===== config.mk =====
export PLATFORM = sky130hd
export DESIGN_NAME = lsu_sequencer_flat
export DESIGN_NICKNAME = d
export VERILOG_FILES = /design/src/rtl/lsu_sequencer_if.sv /design/src/rtl/lsu_sequencer.sv /design/src/flat_wrapper.sv
export SDC_FILE = /design/constraint.sdc
export NUM_CORES = 1
export LEC_CHECK = 0
export ABC_AREA = 0
export CORE_MARGIN = 3
export CORE_UTILIZATION = 42
export DETAILED_ROUTE_END_ITERATION = 8
export PLACE_DENSITY_LB_ADDON = 0.1
export SLEW_MARGIN = 20
export SYNTH_ARGS = -nofsm -noshare
export SYNTH_HDL_FRONTEND = slang
export SYNTH_SLANG_ARGS = --single-unit
export TNS_END_PERCENT = 30

===== constraint.sdc =====
create_clock -name clk_i -period 2.4 [get_ports clk_i]
set_input_delay 0.6 -clock clk_i [delete_from_list [all_inputs] [get_ports clk_i]]
set_output_delay 0.6 -clock clk_i [all_outputs]
set_load 0.005 [all_outputs]

===== src/rtl/lsu_sequencer_if.sv =====
// Memory-side bus of the load/store sequencer: request with byte enables and
// lane-replicated write data, answered by a ready strobe carrying the read word.
interface lsu_sequencer_if #(
  parameter int unsigned ADDR_WIDTH = 32
);
  logic                  mem_req_o;
  logic                  mem_we_o;
  logic [ADDR_WIDTH-1:0] mem_addr_o;
  logic [3:0]            mem_be_o;
  logic [31:0]           mem_wdata_o;
  logic                  mem_ready_i;
  logic [31:0]           mem_rdata_i;

  modport master (
    output mem_req_o, mem_we_o, mem_addr_o, mem_be_o, mem_wdata_o,
    input  mem_ready_i, mem_rdata_i
  );

  modport slave (
    input  mem_req_o, mem_we_o, mem_addr_o, mem_be_o, mem_wdata_o,
    output mem_ready_i, mem_rdata_i
  );
endinterface


===== src/rtl/lsu_sequencer.sv =====
// Load/store sequencer between the CPU memory stage and a variable-latency word RAM.
// Optional access timeout is built when MEM_TIMEOUT_EN is defined.
module lsu_sequencer #(
  parameter int unsigned ADDR_WIDTH = 32
`ifdef MEM_TIMEOUT_EN
  , parameter int unsigned TIMEOUT_CYCLES = 255
`endif
) (
  input  logic                  clk_i,
  input  logic                  rst_ni,
  input  logic                  req_i,
  input  logic                  we_i,
  input  logic [1:0]            memType_i,
  input  logic                  memSign_i,
  input  logic [ADDR_WIDTH-1:0] addr_i,
  input  logic [31:0]           wdata_i,
  output logic                  stall_o,
  output logic                  done_o,
  output logic                  err_o,
  output logic [31:0]           rdata_o,
  lsu_sequencer_if.master       mem
);

  typedef enum logic [1:0] {S_IDLE, S_ACCESS, S_RESP} state_t;

  state_t      state_q, state_d;
  logic [1:0]  type_q;
  logic        sign_q;
  logic [1:0]  lane_q;
  logic        illegal;
  logic        timeout_hit;
  logic [3:0]  be_d;
  logic [31:0] wdata_d;
  logic [31:0] shifted;
  logic [31:0] load_data;

  assign illegal = (memType_i == 2'b11)
                 | ((memType_i == 2'b10) & addr_i[0])
                 | ((memType_i == 2'b00) & (|addr_i[1:0]));

`ifdef MEM_TIMEOUT_EN
  logic [7:0] cnt_q;
  // Checked one cycle early so the request drops after exactly TIMEOUT_CYCLES waits.
  assign timeout_hit = !mem.mem_ready_i && (cnt_q == 8'(TIMEOUT_CYCLES - 1));
`else
  assign timeout_hit = 1'b0;
`endif

  // NOTE: every combinational output gets a default first so no path leaves it
  // unassigned, which would otherwise infer a latch.
  always_comb begin
    state_d = state_q;
    stall_o = 1'b0;
    case (state_q)
      S_IDLE: begin
        stall_o = req_i;
        if (req_i) state_d = illegal ? S_RESP : S_ACCESS;
      end
      S_ACCESS: begin
        stall_o = 1'b1;
        if (mem.mem_ready_i || timeout_hit) state_d = S_RESP;
      end
      S_RESP:  state_d = S_IDLE;
      default: state_d = S_IDLE;
    endcase
  end

  always_comb begin
    be_d    = 4'b1111;
    wdata_d = wdata_i;
    case (memType_i)
      2'b01: begin
        be_d    = 4'b0001 << addr_i[1:0];
        wdata_d = {4{wdata_i[7:0]}};
      end
      2'b10: begin
        be_d    = addr_i[1] ? 4'b1100 : 4'b0011;
        wdata_d = {2{wdata_i[15:0]}};
      end
      default: ;
    endcase
  end

  // Lane selection uses the latched address so input changes mid-access are harmless.
  assign shifted = mem.mem_rdata_i >> {lane_q, 3'b000};

  always_comb begin
    load_data = mem.mem_rdata_i;
    case (type_q)
      2'b01: load_data = {{24{sign_q & shifted[7]}}, shifted[7:0]};
      2'b10: load_data = {{16{sign_q & shifted[15]}}, shifted[15:0]};
      default: ;
    endcase
  end

  // NOTE: sequential state uses non-blocking assignments so every register
  // samples pre-edge values regardless of statement order.
  always_ff @(posedge clk_i) begin
    if (!rst_ni) state_q <= S_IDLE;
    else         state_q <= state_d;
  end

  always_ff @(posedge clk_i) begin
    if (!rst_ni) begin
      mem.mem_req_o   <= 1'b0;
      mem.mem_we_o    <= 1'b0;
      mem.mem_addr_o  <= '0;
      mem.mem_be_o    <= 4'b0000;
      mem.mem_wdata_o <= 32'h0;
      done_o          <= 1'b0;
      err_o           <= 1'b0;
      rdata_o         <= 32'h0;
      type_q          <= 2'b00;
      sign_q          <= 1'b0;
      lane_q          <= 2'b00;
`ifdef MEM_TIMEOUT_EN
      cnt_q           <= 8'd0;
`endif
    end else begin
      done_o <= 1'b0;
      err_o  <= 1'b0;
      case (state_q)
        S_IDLE: begin
          if (req_i && illegal) begin
            done_o  <= 1'b1;
            err_o   <= 1'b1;
            rdata_o <= 32'h0;
          end else if (req_i) begin
            mem.mem_req_o   <= 1'b1;
            mem.mem_we_o    <= we_i;
            mem.mem_addr_o  <= {addr_i[ADDR_WIDTH-1:2], 2'b00};
            mem.mem_be_o    <= be_d;
            mem.mem_wdata_o <= wdata_d;
            type_q          <= memType_i;
            sign_q          <= memSign_i;
            lane_q          <= addr_i[1:0];
`ifdef MEM_TIMEOUT_EN
            cnt_q           <= 8'd0;
`endif
          end
        end
        S_ACCESS: begin
          if (mem.mem_ready_i) begin
            mem.mem_req_o <= 1'b0;
            done_o        <= 1'b1;
            rdata_o       <= mem.mem_we_o ? 32'h0 : load_data;
          end else if (timeout_hit) begin
            mem.mem_req_o <= 1'b0;
            done_o        <= 1'b1;
            err_o         <= 1'b1;
            rdata_o       <= 32'h0;
          end
`ifdef MEM_TIMEOUT_EN
          if (!mem.mem_ready_i) cnt_q <= cnt_q + 8'd1;
`endif
        end
        default: ;
      endcase
    end
  end

endmodule


===== src/flat_wrapper.sv =====
// flat-port wrapper written by rule: the top's interface ports become plain ports
module lsu_sequencer_flat 
#(
  parameter int unsigned ADDR_WIDTH = 32

)
  (clk_i, rst_ni, req_i, we_i, memType_i, memSign_i, addr_i, wdata_i, stall_o, done_o, err_o, rdata_o, mem_mem_req_o, mem_mem_we_o, mem_mem_addr_o, mem_mem_be_o, mem_mem_wdata_o, mem_mem_ready_i, mem_mem_rdata_i);
  lsu_sequencer_if #(.ADDR_WIDTH(ADDR_WIDTH)) mem_i ();
  input  logic clk_i;
  input  logic rst_ni;
  input  logic req_i;
  input  logic we_i;
  input  logic [1:0] memType_i;
  input  logic memSign_i;
  input  logic [ADDR_WIDTH-1:0] addr_i;
  input  logic [31:0] wdata_i;
  output logic stall_o;
  output logic done_o;
  output logic err_o;
  output logic [31:0] rdata_o;
  output wire logic [$bits(mem_i.mem_req_o)-1:0] mem_mem_req_o;
  output wire logic [$bits(mem_i.mem_we_o)-1:0] mem_mem_we_o;
  output wire logic [$bits(mem_i.mem_addr_o)-1:0] mem_mem_addr_o;
  output wire logic [$bits(mem_i.mem_be_o)-1:0] mem_mem_be_o;
  output wire logic [$bits(mem_i.mem_wdata_o)-1:0] mem_mem_wdata_o;
  input wire logic [$bits(mem_i.mem_ready_i)-1:0] mem_mem_ready_i;
  input wire logic [$bits(mem_i.mem_rdata_i)-1:0] mem_mem_rdata_i;
  assign mem_mem_req_o = mem_i.mem_req_o;
  assign mem_mem_we_o = mem_i.mem_we_o;
  assign mem_mem_addr_o = mem_i.mem_addr_o;
  assign mem_mem_be_o = mem_i.mem_be_o;
  assign mem_mem_wdata_o = mem_i.mem_wdata_o;
  assign mem_i.mem_ready_i = mem_mem_ready_i;
  assign mem_i.mem_rdata_i = mem_mem_rdata_i;
  lsu_sequencer #(.ADDR_WIDTH(ADDR_WIDTH)) u_core (.clk_i(clk_i), .rst_ni(rst_ni), .req_i(req_i), .we_i(we_i), .memType_i(memType_i), .memSign_i(memSign_i), .addr_i(addr_i), .wdata_i(wdata_i), .stall_o(stall_o), .done_o(done_o), .err_o(err_o), .rdata_o(rdata_o), .mem(mem_i));
endmodule

==> metrics.md <==
| Metric | Value |
|---|---|
| Result of the run | completed |
| Core Region | ~11000 sq um |
| Number of antenna violations at the first check in global routing | 0 |
| Number of global-route vias before repair | 4773 |
| Synthesized area | 4750 sq um |
| Critical path data required time | about 2700 ps |
| Slew headroom | 0.485 |
| Effective utilization at floorplan | 0.434 |
| Class of the worst hold path | reg -> reg |
| DR DRC count | 0 |
| Dpl ws | -283 ps |
| Async set-reset flop share out of synthesis | 0 |
| Width of the chip | ~110 um |
| Total power divided by cell area | roughly 590 nW/um^2 |
| Post-CTS Hold Buffers | 0 |
| # rows | 38 |
| Die Outline Area | around 13000 sq um |
| Routed vias/inst | 5.37 |
| Largest stage delay on the critical path | between 500 and 600 ps |
| Buf+Inv Stages, Crit Path | 4 |
| Type of element capturing the critical path | flip-flop |
| CTS root buffer | sky130_fd_sc_hd__clkbuf_16 |
| RSZ-0062 raised after global routing | yes |
| Largest vdd supply drop | between 400 and 500 uV |
| Dominant register cell in the synthesized netlist | sky130_fd_sc_hd__dfxtp_1 |
| Final wirelength | ~14000 um |
| Number of I/O port buffers | a little over 200 |
| Transition at the pin with the smallest max-transition slack | 771 ps |
| Arr. time, crit path | around 2500 ps |
| Fin nets | between 800 and 900 |
| Placed Instance Area | 7060 sq um |
| Ratio of cells with drive above 1 in the final layout | 0.0759 |
| Number of design-rule violations left by the first detailed-router iteration | approximately 280 |
| CP Class | in -> reg |
| Routability congestion estimate from global placement | 0.868 |
| CP Cell Sequence | clkdlybuf4s50_1 -> inv_1 -> ha_1 -> a211oi_1 -> buf_4 -> o21a_2 -> buf_12 -> nand2_1 -> a21oi_1 |
| Antenna viol nets, final | 0 |
| Non-filler cells, final | 891 |
| Nature of the critical path startpoint | input port |
| Count of final max-slew check failures | 0 |
| Average routed wire per standard cell | approximately 16 um |
| Sequential cell area fraction in the yosys report | 0.460 |
| Area growth syn-to-layout | 55.0% |
| Setup violators final | 0 |
| CP max-delay cell | sky130_fd_sc_hd__clkdlybuf4s50_1 |
| Delay-heaviest family, CP | buffers and inverters |
| Count of max-cap constraint violations | 0 |
| CTS buffer count | 9 |
| Clock latency on the worst-skew pair | ~340 ps |
| Max H-tree Level | 3 |
| Buffers from clock root to sink, at most | 2 |
| Die Span Y | 112 um |
| Vias | 4781 |
| Setup slack of the critical path after layout | around 140 ps |
| Overall Global Routing Usage | 0.226 |
| Antenna Cells | 0 |
| CTS tree | built |
| Number of iterations in the first detailed-routing pass | 5 |
| Maximum number of pins on one net before global-route repair | 58 |
| Synth Area per Inst | 8.69 sq um |
| Worst-path clk slew | about 70 ps |
| Distinct cells, synth | 46 |
| Highest fanout seen on the critical path | 40 |
| Number of warnings reported in the yosys synthesis log | 0 |
| EDFF count, synth | 0 |
| Final hold violations | 0 |
| Hold slack | 453 ps |
| Peak clock frequency supported by timing | between 400 and 500 MHz |
| Synth Register Bits | approximately 110 |
| Placed Cells | 876 |
| Number of sinks on the clock net | about 110 |
| Static leakage power | approximately 2.7 nW |
| GRT overflow | 0 |
| Post-layout power | around 4.4 mW |
| Setup skew after layout | 6.30 ps |
| Part of the cycle the worst path needs | 0.941 |
| Wire length of the first global-routing pass | around 23000 um |
| Gate count of the mapped netlist | roughly 550 |
| Non-Filler Cell Area, Final | 7360 sq um |
| Post-detailed-placement half-perimeter wirelength | roughly 11000 um |
| Top Ports | between 200 and 250 |
| Minimum clock period | 2260 ps |
[cell type report]
class	count	area, sq um
Fill cell	933	3580
Timing Repair Buffer	237	2380
Multi-Input combinational cell	385	2330
Sequential cell	109	2180
Clock buffer	13	260
Tap cell	140	175
Inverter	6	22.5
Clock inverter	1	7.51
[layer usage]
layer,vias to the layer above,global-route usage,part of all wire
met5,-,0,0
met4,0,0.0761,0.017
met3,21,0.0701,0.074
met2,165,0.392,0.50
met1,2243,0.266,0.40
li1,2352,-,-
[through the flow]
stage	util	setup TNS, ps
after global routing	0.673	-3.14
final	0.673	0
after detailed placement	0.645	-16120
after CTS	0.670	0
after global placement	0.645	-7810
after floorplan	-	0
[power by group]
| part | internal [mW] | switching, mW |
|---|---|---|
| Sequential | 1.92 | 0.0680 |
| Combinational | 0.557 | 0.439 |
| Clock | 0.751 | 0.622 |
| Total | 3.23 | 1.13 |
[cells by family after synthesis]
| group | synth area share |
|---|---|
| simple gates | 0.197 |
| compound gates | 0.250 |
| flops | 0.460 |
| buf+inv | 0.0538 |
| mux | 0.0232 |
| fa+ha+maj | 0.0158 |
| other cells | 0.000790 |
[final timing paths]
kind	start	endpoint	slack [ps]	depth (start not counted)
max	memType_i[1]	u_core.type_q[1]$_SDFFE_PN0P_	140	9
min reg2reg	u_core.mem.mem_addr_o[2]$_SDFFE_PN0P_	u_core.mem.mem_addr_o[2]$_SDFFE_PN0P_	450	2
max reg2reg	u_core.type_q[0]$_SDFFE_PN0P_	u_core.rdata_o[5]$_SDFFE_PN0P_	300	6
min	u_core.mem.mem_addr_o[2]$_SDFFE_PN0P_	u_core.mem.mem_addr_o[2]$_SDFFE_PN0P_	450	2
[synth_stat cells (all sizes together), types with 9 or more instances]
library cell	number	area [sq um]
a211oi	16	120
a21oi	49	253
a221o	25	250
a311oi	12	105
buf	34	184
clkbuf	13	48.8
dfxtp	109	2180
nand2	108	408
nand2b	9	56.3
nand3	17	85.1
nor2	39	154
nor2b	19	119
nor3	9	45.0
o31ai	16	120
[registers in the layout (all words and copies together) (netlist names)]
name / count
u_core.mem.mem_wdata_o: 32
u_core.mem.mem_req_o: 1
u_core.err_o: 1
u_core.mem.mem_be_o: 4
u_core.done_o: 1
u_core.mem.mem_addr_o: 30
u_core.state_q: 2
u_core.mem.mem_we_o: 1
u_core.rdata_o: 32
u_core.lane_q: 2
u_core.sign_q: 1
u_core.type_q: 2
[what timing repair did]
item                                    in CTS  in global routing
resized for setup                            0                  3
buffers inserted                             0                  1
endpoints found under the setup margin       0                 30
[tightest hold or removal path, delay by kind of cell (launching register included)]
kind | cells | cell delay (ps)
flip-flops | 1 | 310
AND/OR/NAND/NOR | 1 | 50
AO/OA/AOI/OAI | 1 | 50
[placed cells by master (no fill, tap or decap), types with 12 or more instances in the layout]
master and instances:
sky130_fd_sc_hd__buf_4 24, sky130_fd_sc_hd__dfxtp_1 109, sky130_fd_sc_hd__a21oi_1 47, sky130_fd_sc_hd__o31ai_1 16, sky130_fd_sc_hd__nand3_1 17, sky130_fd_sc_hd__a221o_1 25, sky130_fd_sc_hd__nor2_1 38, sky130_fd_sc_hd__a211oi_1 16
sky130_fd_sc_hd__nand2_1 107, sky130_fd_sc_hd__clkdlybuf4s50_1 205, sky130_fd_sc_hd__nor2b_1 19, sky130_fd_sc_hd__a311oi_1 12
Note: power is estimated with default switching activity, not from simulation.
==> patch, RTL diff (same settings) <==
`ADDR_WIDTH` is set to 32 in 3 places; all go to 64.
--- a/src/rtl/lsu_sequencer_if.sv
+++ b/src/rtl/lsu_sequencer_if.sv
@@ -1,7 +1,7 @@
 // Memory-side bus of the load/store sequencer: request with byte enables and
 // lane-replicated write data, answered by a ready strobe carrying the read word.
 interface lsu_sequencer_if #(
-  parameter int unsigned ADDR_WIDTH = 32
+  parameter int unsigned ADDR_WIDTH = 64
 );
   logic                  mem_req_o;
   logic                  mem_we_o;
--- a/src/rtl/lsu_sequencer.sv
+++ b/src/rtl/lsu_sequencer.sv
@@ -1,7 +1,7 @@
 // Load/store sequencer between the CPU memory stage and a variable-latency word RAM.
 // Optional access timeout is built when MEM_TIMEOUT_EN is defined.
 module lsu_sequencer #(
-  parameter int unsigned ADDR_WIDTH = 32
+  parameter int unsigned ADDR_WIDTH = 64
 `ifdef MEM_TIMEOUT_EN
   , parameter int unsigned TIMEOUT_CYCLES = 255
 `endif
--- a/src/flat_wrapper.sv
+++ b/src/flat_wrapper.sv
@@ -1,7 +1,7 @@
 // flat-port wrapper written by rule: the top's interface ports become plain ports
 module lsu_sequencer_flat 
 #(
-  parameter int unsigned ADDR_WIDTH = 32
+  parameter int unsigned ADDR_WIDTH = 64
 
 )
   (clk_i, rst_ni, req_i, we_i, memType_i, memSign_i, addr_i, wdata_i, stall_o, done_o, err_o, rdata_o, mem_mem_req_o, mem_mem_we_o, mem_mem_addr_o, mem_mem_be_o, mem_mem_wdata_o, mem_mem_ready_i, mem_mem_rdata_i);
Ports: changed (resized addr_i and mem_mem_addr_o); port bits go from 209 to 273. The function was not compared with the original's and may differ.
==> patch against the unedited design <==
  * Worst setup slack improved by 5.5 ps
  * Final area increased by 30%
  * Critical endpoint is now u_core.mem.mem_addr_o[7]
  * First-iteration DRC count increased by 43%
  * Die area increased by 21%
  * Largest power group is now clock
  * Power increased by 48%
  * Critical path depth unchanged
  * Clock skew decreased by 1.9 ps
  * Sequential cell count increased by 32
  * Critical path type unchanged
  * Routed wire length increased by 29%
  * Synthesized area increased by 22%
  * Via count increased by 26%
==> patch: results (changes against the unedited design) <==
| Metric | Value |
|---|---|
| Status | completed |
| Clock Skew | 4.42 ps (-1.88 ps) |
| Largest regs | u_core.mem.mem_addr_o: 62 flops, u_core.mem.mem_wdata_o: 32 flops, u_core.rdata_o: 32 flops |
| Via count | 6027 (+26%) |
| RD Place Congestion | 0.881 (+1.6%) |
| Initial antenna violation count | 0 (unchanged) |
| Worst-path clk slew | around 60 ps |
| Leak | 3.53 nW (+29%) |
| Worst reg2reg endpoint | u_core.rdata_o[22] |
| Worst skew pair latency | 410 ps (+70 ps) |
| Ratio of cells with drive above 1 in the final layout | 0.0965 (+0.0206) |
| CTS buffer count | 17 (+8) |
| Top post-synthesis cells by area | dfxtp_1 49%, nand2_1 11%, a21oi_1 7.5% |
| Crit-path leading delay family | buffers and inverters |
| Slowest CP cell | clkdlybuf4s50_1 |
| Top FF cell, synth | dfxtp_1 |
| Largest net degree at the start of global routing | 50 (-14%) |
| R2R cell count | 7 (+1) |
| Worst setup path end | u_core.mem.mem_addr_o[7] |
| VDD IR max | 0.444 mV (+2.8%) |
| Final #Nets | 1103 (+29%) |
| Clk Tree Root Cell | clkbuf_16 |
| Most instantiated cells after synthesis | 171 x nand2_1, 141 x dfxtp_1, 87 x a21oi_1 |
| Flop2flop setup slack | 420 ps (+120 ps) |
| Global-route wire length before repair | 28800 um (+23%) |
| Overall Global Routing Usage | 0.241 (+0.0149) |
| GRT overflow | 0 (unchanged) |
| Fin. Hold Viols | 0 (unchanged) |
| CP max FO | 29 (-28%) |
| Worst Hold Class | reg -> reg |
| Clock Tree Buf Depth | 2 (unchanged) |
| DPL Wire Length | 13800 um (+29%) |
| Yosys cell types | 45 (-2.2%) |
| Critical Path Start | memType_i[0] |
| Worst r2r src | u_core.lane_q[1] |
| 1st-iter DRT viols | 405 (+43%) |
| Vias in the first global route | 5800 (+22%) |
| Ys async rst share | 0 (unchanged) |
| Mean Syn Cell Area | 8.44 sq um (-2.9%) |
| Non-Filler Instances | 1150 (+29%) |
| Sequential fraction of the synthesis area | 0.488 (+0.0284) |
| Port bufs | 270 (+31%) |
| H-tree depth | 4 (+1) |
| Data arrival, critical path | 2590 ps (+70 ps) |
| DR pass1 iterations | 5 (unchanged) |
| Crit-path max cell delay | 480 ps (-50 ps) |
| Syn. warnings | 0 (unchanged) |
| Avg WL per Cell | 16.3 um (+0.18%) |
| Diodes inserted | 0 (unchanged) |
## patch: logic make-up (layout without fill, tap and decap cells)
logic type	after synthesis	in the layout	synth area share
flops	141	141	0.488
fa+ha+maj	6	6	0.0130
compound gates	195	195	0.236
simple gates	266	266	0.195
mux	12	12	0.0214
buf+inv	64	352	0.0459
other cells	1	2	0.000648
## patch: area by class of cell
type	count	area, sq um
fillers	1028	3800
repair buffers	314	3160
flip-flops and latches	141	2820
multi-input cells	481	2720
clock buffers	18	429
well taps	176	220
clock inverters	14	170
inverters	6	22.5
## patch: worst min path at each step
| stage | startpoint | endpoint | slack [ps] | cells after the start |
|---|---|---|---|---|
| 5_1_grt | u_core.mem.mem_addr_o[48] | u_core.mem.mem_addr_o[48] | 470 | 2 |
| 4_1_cts | u_core.mem.mem_addr_o[59] | u_core.mem.mem_addr_o[59] | 460 | 2 |
| 6_report | u_core.mem.mem_addr_o[59] | u_core.mem.mem_addr_o[59] | 450 | 2 |
| 3_5_place_dp | u_core.mem.mem_addr_o[59] | u_core.mem.mem_addr_o[59] | 450 | 2 |
| 3_3_place_gp | u_core.rdata_o[0] | u_core.rdata_o[0] | 440 | 1 |
| 2_1_floorplan | u_core.sign_q | u_core.sign_q | 450 | 2 |
## patch: metal layers
| layer | share of wire | track usage | up-vias |
|---|---|---|---|
| li1 | - | - | 2950 |
| met1 | 0.40 | 0.288 | 2794 |
| met2 | 0.48 | 0.388 | 249 |
| met3 | 0.10 | 0.0947 | 34 |
| met4 | 0.024 | 0.0990 | 0 |
| met5 | 0 | 0 | - |
## patch: power by group
part	leakage (nW)	internal [mW]	switching (mW)
Combinational	2.10	0.692	0.548
Sequential	1.15	2.49	0.0853
Clock	0.282	1.63	1.00
Total	3.53	4.82	1.63
## patch: per-stage QoR
stage	cell area (sq um)	setup TNS, ps	utilization	total power, mW	setup slack (ps)
after floorplan	5790	0	-	3.10	225
after global placement	8940	-19810	0.670	3.83	-212
after detailed placement	8940	-29440	0.670	3.86	-354
after CTS	9540	0	0.715	6.49	79.3
after global routing	9550	0	0.716	6.71	20.2
final	9550	0	0.716	6.45	148
## patch: worst register-to-register path, cell delays in order, from the launching register on
cell and delay, ps:
dfxtp_1 490, buf_4 250, nor2b_1 60, buf_4 160
a32oi_1 340, a21oi_4 120, buf_12 170, a221o_1 270
## patch: what timing repair did
item                       CTS  global route
setup endpoints to repair    1            52
buffers inserted             0             0
pin swaps                    0             1
gates resized for setup      1             2
cloned                       0             0
